**src/rtl/esdi_pkg.sv**
```systemverilog
// Shared definitions for the ESDI command sequencer: completion codes,
// FSM encoding and engine response field layout.
package esdi_pkg;

    localparam logic [2:0] DONE_OK      = 3'd0;
    localparam logic [2:0] DONE_SER_TMO = 3'd1;
    localparam logic [2:0] DONE_PARITY  = 3'd2;
    localparam logic [2:0] DONE_CC_TMO  = 3'd3;
    localparam logic [2:0] DONE_NOT_RDY = 3'd4;
    localparam logic [2:0] DONE_ATTN    = 3'd5;

    typedef enum logic [2:0] {
        ST_IDLE       = 3'd0,
        ST_ISSUE      = 3'd1,
        ST_WAIT_RESP  = 3'd2,
        ST_WAIT_CC    = 3'd3,
        ST_STAT_ISSUE = 3'd4,
        ST_STAT_RESP  = 3'd5,
        ST_DONE       = 3'd6
    } seq_state_e;

    localparam int RESP_TMO_BIT  = 17;
    localparam int RESP_PAR_BIT  = 16;
    localparam int RESP_DATA_MSB = 15;
    localparam int RESP_DATA_LSB = 0;

    // Serial timeout outranks a parity error reported in the same response.
    function automatic logic [2:0] resp_err_code(input logic [17:0] resp);
        logic [2:0] code;
        if (resp[RESP_TMO_BIT]) begin
            code = DONE_SER_TMO;
        end else if (resp[RESP_PAR_BIT]) begin
            code = DONE_PARITY;
        end else begin
            code = DONE_OK;
        end
        return code;
    endfunction

endpackage

```
**src/rtl/esdi_line_sync.sv**
```systemverilog
// Two-flop synchroniser for asynchronous active-low drive lines; resets to
// all-ones so every line reads as inactive until real samples arrive.
module esdi_line_sync #(
    parameter int W = 1
) (
    input  logic         clk_i,
    input  logic         rst_i,
    input  logic [W-1:0] d_i,
    output logic [W-1:0] q_o
);

    logic [W-1:0] meta_q;
    logic [W-1:0] sync_q;

    // Metastability stage followed by the stable output stage.
    always_ff @(posedge clk_i or posedge rst_i) begin
        if (rst_i) begin
            meta_q <= '1;
            sync_q <= '1;
        end else begin
            meta_q <= d_i;
            sync_q <= meta_q;
        end
    end

    assign q_o = sync_q;

endmodule

```
**src/rtl/esdi_cmd_sequencer.sv**
```systemverilog
// Runs one ESDI host command through the serial engine, optionally waits for
// COMMAND COMPLETE, follows ATTENTION with a status query, returns one record.
module esdi_cmd_sequencer
    import esdi_pkg::*;
#(
    parameter int unsigned CC_TIMEOUT  = 50_000_000,
    parameter logic [15:0] STATUS_WORD = 16'h0000
) (
    input  logic        csr_aclk,
    input  logic        csr_areset,
    input  logic        req_valid,
    output logic        req_ready,
    input  logic [15:0] req_word,
    input  logic        req_is_query,
    input  logic        req_wait_cc,
    output logic        eng_word_valid,
    input  logic        eng_word_ready,
    output logic [16:0] eng_word,
    input  logic        eng_resp_valid,
    input  logic [17:0] eng_resp,
    input  logic        esdi_command_complete_n,
    input  logic        esdi_attention_n,
    input  logic        esdi_ready_n,
    output logic        done_valid,
    input  logic        done_ready,
    output logic [2:0]  done_code,
    output logic [15:0] done_data,
    output logic [15:0] done_status,
    output logic        busy
);

    localparam int CNT_W = $clog2(CC_TIMEOUT + 1);
    localparam logic [CNT_W-1:0] CNT_LAST = CNT_W'(CC_TIMEOUT - 1);

    seq_state_e       state_q, state_d;
    logic [CNT_W-1:0] cnt_q, cnt_d;
    logic             wait_cc_q, wait_cc_d;
    logic [16:0]      eng_word_q, eng_word_d;
    logic [2:0]       done_code_q, done_code_d;
    logic [15:0]      done_data_q, done_data_d;
    logic [15:0]      done_status_q, done_status_d;
    logic             req_ready_q, eng_word_valid_q, done_valid_q, busy_q;
    logic [2:0]       lines_s;
    logic             cc_s, attn_s, rdy_s;

    esdi_line_sync #(.W(3)) u_line_sync (
        .clk_i (csr_aclk),
        .rst_i (csr_areset),
        .d_i   ({esdi_ready_n, esdi_attention_n, esdi_command_complete_n}),
        .q_o   (lines_s)
    );

    assign cc_s   = ~lines_s[0];
    assign attn_s = ~lines_s[1];
    assign rdy_s  = ~lines_s[2];

    // Next-state and record-field logic.
    always_comb begin
        state_d       = state_q;
        cnt_d         = cnt_q;
        wait_cc_d     = wait_cc_q;
        eng_word_d    = eng_word_q;
        done_code_d   = done_code_q;
        done_data_d   = done_data_q;
        done_status_d = done_status_q;
        case (state_q)
            ST_IDLE: begin
                if (req_valid && req_ready_q) begin
                    wait_cc_d     = req_wait_cc;
                    done_code_d   = DONE_OK;
                    done_data_d   = 16'h0000;
                    done_status_d = 16'h0000;
                    if (!rdy_s) begin
                        done_code_d = DONE_NOT_RDY;
                        state_d     = ST_DONE;
                    end else begin
                        eng_word_d = {req_is_query, req_word};
                        state_d    = ST_ISSUE;
                    end
                end else begin
                    state_d = ST_IDLE;
                end
            end
            ST_ISSUE, ST_STAT_ISSUE: begin
                if (eng_word_valid_q && eng_word_ready) begin
                    state_d = (state_q == ST_ISSUE) ? ST_WAIT_RESP : ST_STAT_RESP;
                end else begin
                    state_d = state_q;
                end
            end
            ST_WAIT_RESP: begin
                if (!eng_resp_valid) begin
                    state_d = ST_WAIT_RESP;
                end else if (resp_err_code(eng_resp) != DONE_OK) begin
                    done_code_d = resp_err_code(eng_resp);
                    state_d     = ST_DONE;
                end else begin
                    done_data_d = eng_resp[RESP_DATA_MSB:RESP_DATA_LSB];
                    cnt_d       = '0;
                    state_d     = wait_cc_q ? ST_WAIT_CC : ST_DONE;
                end
            end
            ST_WAIT_CC: begin
                cnt_d = cnt_q + CNT_W'(1);
                if (attn_s) begin
                    eng_word_d = {1'b1, STATUS_WORD};
                    state_d    = ST_STAT_ISSUE;
                end else if (cc_s) begin
                    state_d = ST_DONE;
                end else if (cnt_q == CNT_LAST) begin
                    done_code_d = DONE_CC_TMO;
                    state_d     = ST_DONE;
                end else begin
                    state_d = ST_WAIT_CC;
                end
            end
            ST_STAT_RESP: begin
                if (!eng_resp_valid) begin
                    state_d = ST_STAT_RESP;
                end else if (resp_err_code(eng_resp) != DONE_OK) begin
                    done_code_d = resp_err_code(eng_resp);
                    state_d     = ST_DONE;
                end else begin
                    done_code_d   = DONE_ATTN;
                    done_status_d = eng_resp[RESP_DATA_MSB:RESP_DATA_LSB];
                    state_d       = ST_DONE;
                end
            end
            ST_DONE: begin
                if (done_valid_q && done_ready) begin
                    state_d = ST_IDLE;
                end else begin
                    state_d = ST_DONE;
                end
            end
            default: state_d = ST_IDLE;
        endcase
    end

    // State and registered outputs; handshake flags are decoded from state_d
    // so they line up with the state they describe.
    always_ff @(posedge csr_aclk or posedge csr_areset) begin
        if (csr_areset) begin
            state_q          <= ST_IDLE;
            cnt_q            <= '0;
            wait_cc_q        <= 1'b0;
            eng_word_q       <= 17'h00000;
            done_code_q      <= DONE_OK;
            done_data_q      <= 16'h0000;
            done_status_q    <= 16'h0000;
            req_ready_q      <= 1'b0;
            eng_word_valid_q <= 1'b0;
            done_valid_q     <= 1'b0;
            busy_q           <= 1'b0;
        end else begin
            state_q          <= state_d;
            cnt_q            <= cnt_d;
            wait_cc_q        <= wait_cc_d;
            eng_word_q       <= eng_word_d;
            done_code_q      <= done_code_d;
            done_data_q      <= done_data_d;
            done_status_q    <= done_status_d;
            req_ready_q      <= (state_d == ST_IDLE);
            eng_word_valid_q <= (state_d == ST_ISSUE) || (state_d == ST_STAT_ISSUE);
            done_valid_q     <= (state_d == ST_DONE);
            busy_q           <= (state_d != ST_IDLE);
        end
    end

    assign req_ready      = req_ready_q;
    assign eng_word_valid = eng_word_valid_q;
    assign eng_word       = eng_word_q;
    assign done_valid     = done_valid_q;
    assign done_code      = done_code_q;
    assign done_data      = done_data_q;
    assign done_status    = done_status_q;
    assign busy           = busy_q;

endmodule

```
**config.mk**
```make
export PLATFORM = sky130hd
export DESIGN_NAME = esdi_cmd_sequencer
export DESIGN_NICKNAME = d
export VERILOG_FILES = /design/src/rtl/esdi_pkg.sv /design/src/rtl/esdi_line_sync.sv /design/src/rtl/esdi_cmd_sequencer.sv
export SDC_FILE = /design/constraint.sdc
export NUM_CORES = 1
export LEC_CHECK = 0
export BUFFER_PORTS_ARGS = -buffer_cell sky130_fd_sc_hd__buf_2
export CAP_MARGIN = 30
export CORE_AREA = 10 10 95 97
export CTS_BUF_LIST = sky130_fd_sc_hd__clkbuf_2 sky130_fd_sc_hd__clkbuf_4 sky130_fd_sc_hd__clkbuf_8
export CTS_CLUSTER_DIAMETER = 100
export DETAILED_ROUTE_END_ITERATION = 6
export DIE_AREA = 0 0 105 107
export PLACE_DENSITY = 0.85
export SLEW_MARGIN = 25
export SYNTH_ARGS = -nofsm -noshare
export SYNTH_HDL_FRONTEND = slang
export SYNTH_SLANG_ARGS = --single-unit
```
**constraint.sdc**
```tcl
create_clock -name csr_aclk -period 3.8 [get_ports csr_aclk]
set_clock_uncertainty 0.15 [all_clocks]
set_input_delay 0 -clock csr_aclk [delete_from_list [all_inputs] [get_ports csr_aclk]]
set_output_delay 0 -clock csr_aclk [all_outputs]
set_load 0.02 [all_outputs]
```
==> metrics.txt, run 1 <==
Critical Path Fanout Max 20; htree depth 3; Die Wd 105 microns; Worst Hold Path EP done_code[2]; gr usage total 0.205; Post-Layout Inst Area 5390 sq um; Chip Height ~110 microns; clk_lat worst skew 0.38 ns; crit-path max cell delay about 0.73 ns; # clock sinks 92; CTS tree built; TritonCTS Buffers 9; Tot Pwr approximately 0.0035 W; syn_area_per_cell 10.0 sq um; via count 3670; post-DP HPWL 7380 microns; critical path buffer and inverter count 2; routability cong. 0.870; Port Buffer Count 100; largest net degree at the start of global routing 52; Synth Register Bits just over 90; Nets roughly 600; synth unique cells 55; synth warn 0; Via density 5.59; Top FF cell, synth dfrtp_1; most used cell, CP dlygate4sd3_1; Lkg Pwr 2.68 nW; Core Area 7140 sq um; Worst Setup Path Type reg2reg; # fillers ~480; DRT Wirelength approximately 11000 microns; share of layout cells above drive strength 1 0.254; Cells after Synth 411; reg2reg end done_code[1]; f_max around 0.32 GHz; CP max stage cell dfrtp_1; fin crit period 3.17 ns; EDFF count, synth 0; FFs w/ async S/R, synth 1.00; reg2reg path depth 5; Die Area 11200 sq um; peak supply drop 0.000422 V; hold_sp eng_resp[17]; Worst setup EP type flip-flop; CP startpoint kind flip-flop; synthesized cell area about 4000 sq um; status complete, no violations; pwr/cell area 656 nW/um^2; max-cap violations 0; CTS root buffer clkbuf_8; R2R setup slack 0.63 ns; std cell rows 31; fin. max-slew vios 0; wire length per cell about 17 microns; Hold Path Depth 5; initial antenna violation count 0; crit share post-route 0.835; RSZ-0062 raised after global routing false; vias in the first global route 3722; IO Count 101; setup violators final 0; Hold Path Class in2reg; clk slew on worst S/H paths 0.09 ns; Setup TNS 0 ns; required time worst endpoint 3.96 ns; residual DRC count 0; R2R Path Start state_q[0]; antenna diode count 0; CP arrival 3.33 ns; DP Area 4700 sq um; Rel. slew slack 0.455; CTS max path bufs 2; CP Launch Point state_q[0]; CP top delay family buffers and inverters; first-pass GRT wire length about 19000 microns; P&R area growth vs syn 30.9%; critical-path cell list and3b_1, a31oi_1, dlygate4sd3_1, a2bb2oi_1, dlygate4sd3_1; Net Count, Synth 457; Routed Antenna Nets 0; Slew @ Worst Pin 0.817 ns; Congestion Overflow GR 0; CTS-repair resized insts 0; final hold vios 0; register area share after synthesis 0.561; Iter 0 DRT Violations 287; Initial Utilization 0.577; DRT Pass-1 Iters 5
per-layer routing:
| layer | global-route usage | routed length [microns] | vias up |
|---|---|---|---|
| met5 | 0 | 0 | - |
| met4 | 0.0843 | 269 | 0 |
| met3 | 0.0611 | 779 | 24 |
| met2 | 0.342 | 5710 | 155 |
| met1 | 0.243 | 4720 | 1790 |
| li1 | - | - | 1701 |
Yosys cell counts, drive strengths merged, types with 2 or more instances:
master,count,area [sq um]
dfstp,6,158
nor3,8,56.3
and2,2,12.5
dfrtp,86,2150
mux2,3,33.8
a31oi,3,18.8
nand2b,3,18.8
nor4bb,2,20.0
xnor2,10,87.6
o21ai,22,110
a22o,17,149
nor2,36,138
and4,4,35.0
nor2b,3,18.8
nand2,84,315
nand3,26,130
a2bb2oi,2,17.5
xor2,14,123
inv,7,26.3
o31ai,2,15.0
nor3b,2,25.0
clkbuf,12,45.0
nor4b,2,17.5
a21boi,3,22.5
and3,6,37.5
buf,7,35.0
a21oi,6,30.0
or2,3,18.8
nand4,10,62.6
o211ai,2,15.0
nor4,2,12.5
or3b,3,28.8
layout by cell type (no fill, tap or decap), drive strengths merged, types with 3 or more instances in the layout:
master / Yosys / routed
buf: 7 / 105
dfrtp: 86 / 86
nand2: 84 / 84
dlygate4sd3: 0 / 45
nor2: 36 / 36
nand3: 26 / 26
o21ai: 22 / 22
a22o: 17 / 17
xor2: 14 / 14
nand4: 10 / 10
xnor2: 10 / 10
clkbuf: 12 / 10
nor3: 8 / 8
inv: 7 / 8
and3: 6 / 6
a21oi: 6 / 6
dfstp: 6 / 6
and4: 4 / 4
nand2b: 3 / 3
a31oi: 3 / 3
nor2b: 3 / 3
mux2: 3 / 3
or2: 3 / 3
or3b: 3 / 3
a21boi: 3 / 3
cell families (layout without fill, tap and decap cells):
logic type | count (synthesis) | in the layout | share of synthesized area
and+or+nand+nor | 200 | 200 | 0.238
adders and majority gates | 1 | 1 | 0.00304
DFF | 92 | 92 | 0.561
buffers and inverters | 26 | 173 | 0.0258
AOI/OAI and AO/OA | 65 | 65 | 0.112
muxes | 3 | 3 | 0.00821
xor gates and xnor gates | 24 | 24 | 0.0511
worst reg2reg max path: cells and delay by family (launching register included):
family,cells,cell delay [ns]
AOI/OAI and AO/OA,2,0.34
DFF,1,0.73
and+or+nand+nor,1,0.73
buffers and inverters,2,1.16
area by class of cell:
type                       count  area, sq um  share of cell area
sequential                    92         2310               0.429
clock buffer                  10          131              0.0244
tap                           99          124              0.0230
clock inverter                 6         95.1              0.0176
multi-input combinational    293         1700               0.316
timing repair buffer         150          996               0.185
inverter                       7         27.5             0.00511
flip-flops by register name, summed over array words and instances (netlist names):
| name | cells |
|---|---|
| busy | 1 |
| cnt_q | 26 |
| done_code | 3 |
| done_data | 16 |
| done_status | 16 |
| done_valid | 1 |
| eng_word | 17 |
| eng_word_valid | 1 |
| req_ready | 1 |
| state_q | 3 |
| u_line_sync.meta_q | 3 |
| u_line_sync.q_o | 3 |
| wait_cc_q | 1 |
worst max-delay path by stage:
stage,depth (start not counted),end,slack (ns)
2_1_floorplan,1,busy,1.27
3_3_place_gp,5,done_code[2],1.30
3_5_place_dp,5,done_code[2],1.14
4_1_cts,5,done_code[1],0.73
5_1_grt,5,done_code[1],0.46
6_report,5,done_code[1],0.63
timing repair:
action,CTS,global route
endpoints found under the hold margin,99,0
setup buffers,0,0
hold buffers,45,0
report_power, final:
group / internal, W / switching [W] / leakage [nW] / total (W)
clock network: 0.000385 / 0.000365 / 0.108 / 0.000749
logic: 0.000501 / 0.000799 / 1.36 / 0.00130
registers: 0.00126 / 0.000230 / 1.22 / 0.00148
total: 0.00214 / 0.00139 / 2.68 / 0.00353
per-stage QoR:
stage	hold slack, ns	utilization	setup slack (ns)	std cells
2_1_floorplan	-0.146	-	1.27	411
3_3_place_gp	-0.0440	0.657	1.30	594
3_5_place_dp	-0.0438	0.659	1.14	595
4_1_cts	0.0339	0.754	0.729	656
5_1_grt	0.119	0.755	0.456	657
6_report	0.0435	0.755	0.626	657
No activity file was read; power rests on OpenSTA's default activity.
==> run 2, diff against run 1 <==
CORE_AREA = 10 10 98 100   (was 10 10 95 97)
DIE_AREA = 0 0 108 110   (was 0 0 105 107)
PLACE_DENSITY = 0.8   (was 0.85)
clock period = 3.15 ns   (was 3.8 ns; I/O delays follow)
==> run 2 against run 1 <==
  * The run now ends with negative hold slack left
  * Cell count increased by 0.91%
  * Fmax rose by 11%
  * Sequential power up 21%
  * Core utilization is 4.8 points lower
  * Die area grew 5.7%
  * Combinational power rose by 20%
  * Worst hold slack worse by 0.048 ns
  * Largest power group unchanged
  * Routed wire length decreased by 4.5%
  * Via count is 0.98% lower
  * Clock power grew 6.7%
  * Flip-flop and latch count unchanged
  * Critical endpoint unchanged
==> metrics.txt, run 2 (synthesis results as in run 1) <==
status finished, violations left (was complete, no violations); failing checks negative hold slack; Placement Setup Slack 0.683 ns (was 1.14 ns); final hold vios 12 (was 0); setup violators final 0 (unchanged); area of the multi-input gates 1700 sq um (about the same); crit share post-route 0.904 (was 0.835); Rel. slew slack 0.496 (was 0.455); CP arrival 2.99 ns (was 3.33 ns); post-DP HPWL 7430 microns (was 7380 microns); IO Count 101 (unchanged); Via density 5.48 (was 5.59); Biggest register cnt_q (unchanged); P&R area growth vs syn 31.4% (was 30.9%); max-cap violations 0 (unchanged); Initial Utilization 0.538 (was 0.577); vias in the first global route 3671 (was 3722); Iter 0 DRT Violations 355 (was 287); CTS Hold Bufs 45 (unchanged); Congestion Overflow GR 0 (unchanged); via count 3634 (was 3670); max reg flops 26 (unchanged); Routed Antenna Nets 0 (unchanged); Core Area 7650 sq um (was 7140 sq um); CP startpoint kind flip-flop (unchanged); Sequential Area 2310 sq um (unchanged); f_max 0.351 GHz (was 0.315 GHz); Post-Route Hold Slack -0.00433 ns (was 0.0435 ns); htree depth 3 (unchanged); Lkg Pwr 2.69 nW (was 2.68 nW); CTS tree built (unchanged); fin. max-slew vios 0 (unchanged); gr usage total 0.190 (was 0.205); # fillers 533 (was 475); clk_lat worst skew 0.35 ns (was 0.38 ns); Port Buffer Count 100 (unchanged); CTS max path bufs 2 (unchanged); Hold Path Class in2async (was in2reg); # clock sinks 92 (unchanged); share of layout cells above drive strength 1 0.257 (was 0.254); met3 usage 0.0459 (was 0.0611); CTS-repair resized insts 0 (unchanged); Chip Height 110 microns (was 107 microns); Die Area 11900 sq um (was 11200 sq um); global route hottest layer met2 (unchanged); CTS root buffer clkbuf_8 (unchanged); pwr/cell area 766 nW/um^2 (was 656 nW/um^2); Worst Setup Path Type reg2reg (unchanged); met2 Use GR 0.318 (was 0.342); antenna diode count 0 (unchanged); RSZ-0062 raised after global routing false (unchanged); postcts setup bufs 0 (unchanged); DRT Wirelength 11000 microns (was 11500 microns); routability cong. 0.834 (was 0.870); wire length per cell 16.5 microns (was 17.5 microns); fin crit period 2.85 ns (was 3.17 ns); commonest non-fill, non-tap cells in the layout buf_2, dfrtp_1, nand2_1 (unchanged); DRT Pass-1 Iters 5 (unchanged); clk slew on worst S/H paths 0.10 ns (was 0.09 ns); Worst setup EP type flip-flop (unchanged); largest net degree at the start of global routing 39 (was 52); peak supply drop 0.000562 V (was 0.000422 V); std cell rows 32 (was 31); initial antenna violation count 0 (unchanged); Die Wd 108 microns (was 105 microns); final core occ 0.707 (was 0.755); residual DRC count 0 (unchanged); most common cell after layout, fill and taps aside buf_2 (unchanged); Critical Path Fanout Max 20 (unchanged); required time worst endpoint 3.29 ns (was 3.96 ns); final setup margin 0.301 ns (was 0.626 ns); Slew @ Worst Pin 0.755 ns (was 0.817 ns); Nets 602 (was 599); Setup TNS 0 ns (unchanged); TritonCTS Buffers 9 (unchanged); first-pass GRT wire length 18300 microns (was 18900 microns); M1 GR Usage 0.239 (was 0.243)
==> run 2: cell types whose count changed in the layout (fill, tap and decap cells not counted), sizes merged <==
cell / change
buf: +3
bufinv: -1
clkinvlp: +1
==> run 2: report_power, final <==
| group | total [W] | internal (W) | leakage (nW) | switching [W] |
|---|---|---|---|---|
| registers | 0.00179 | 0.00151 | 1.22 | 0.000274 |
| logic | 0.00156 | 0.000608 | 1.38 | 0.000948 |
| clock network | 0.000799 | 0.000384 | 0.0945 | 0.000416 |
| total | 0.00414 | 0.00251 | 2.69 | 0.00164 |
==> run 2: routing by layer <==
metal	part of all wire	up-vias	wire, microns
li1	-	1704	-
met1	0.41	1752	4470
met2	0.50	163	5500
met3	0.075	15	821
met4	0.016	0	174
met5	0	-	0
==> run 2: worst paths after layout <==
kind / start / endpoint / slack (ns) / cells past startpoint
max in group asynchronous: csr_areset / u_line_sync.meta_q[0] / 2.27 / 4
max: state_q[0] / done_code[1] / 0.30 / 6
min reg2reg: u_line_sync.meta_q[1] / u_line_sync.q_o[1] / 0.21 / 0
max reg2reg: state_q[0] / done_code[1] / 0.30 / 6
min in group csr_aclk: req_valid / wait_cc_q / 0.04 / 5
min: csr_areset / done_status[8] / -0.004 / 3
==> run 2: layout make-up <==
cell class	instances	area share
Sequential cell	92	0.427
Multi-Input combinational cell	293	0.315
Timing Repair Buffer	153	0.192
Clock buffer	10	0.0243
Tap cell	102	0.0236
Clock inverter	6	0.0134
Inverter	7	0.00509
==> run 2: critical path, cell delays in order (launching register included) <==
cell,delay [ns]
dfrtp_1,0.73
and3b_1,0.25
buf_4,0.24
a31oi_1,0.10
dlygate4sd3_1,0.56
a2bb2oi_1,0.16
dlygate4sd3_1,0.59
==> run 2: per-stage QoR <==
stage | total power (W) | area, sq um | instances
2_1_floorplan | 0.00273 | 4120 | 411
3_3_place_gp | 0.00321 | 4730 | 601
3_5_place_dp | 0.00326 | 4750 | 602
4_1_cts | 0.00413 | 5410 | 663
5_1_grt | 0.00440 | 5410 | 663
6_report | 0.00414 | 5410 | 663
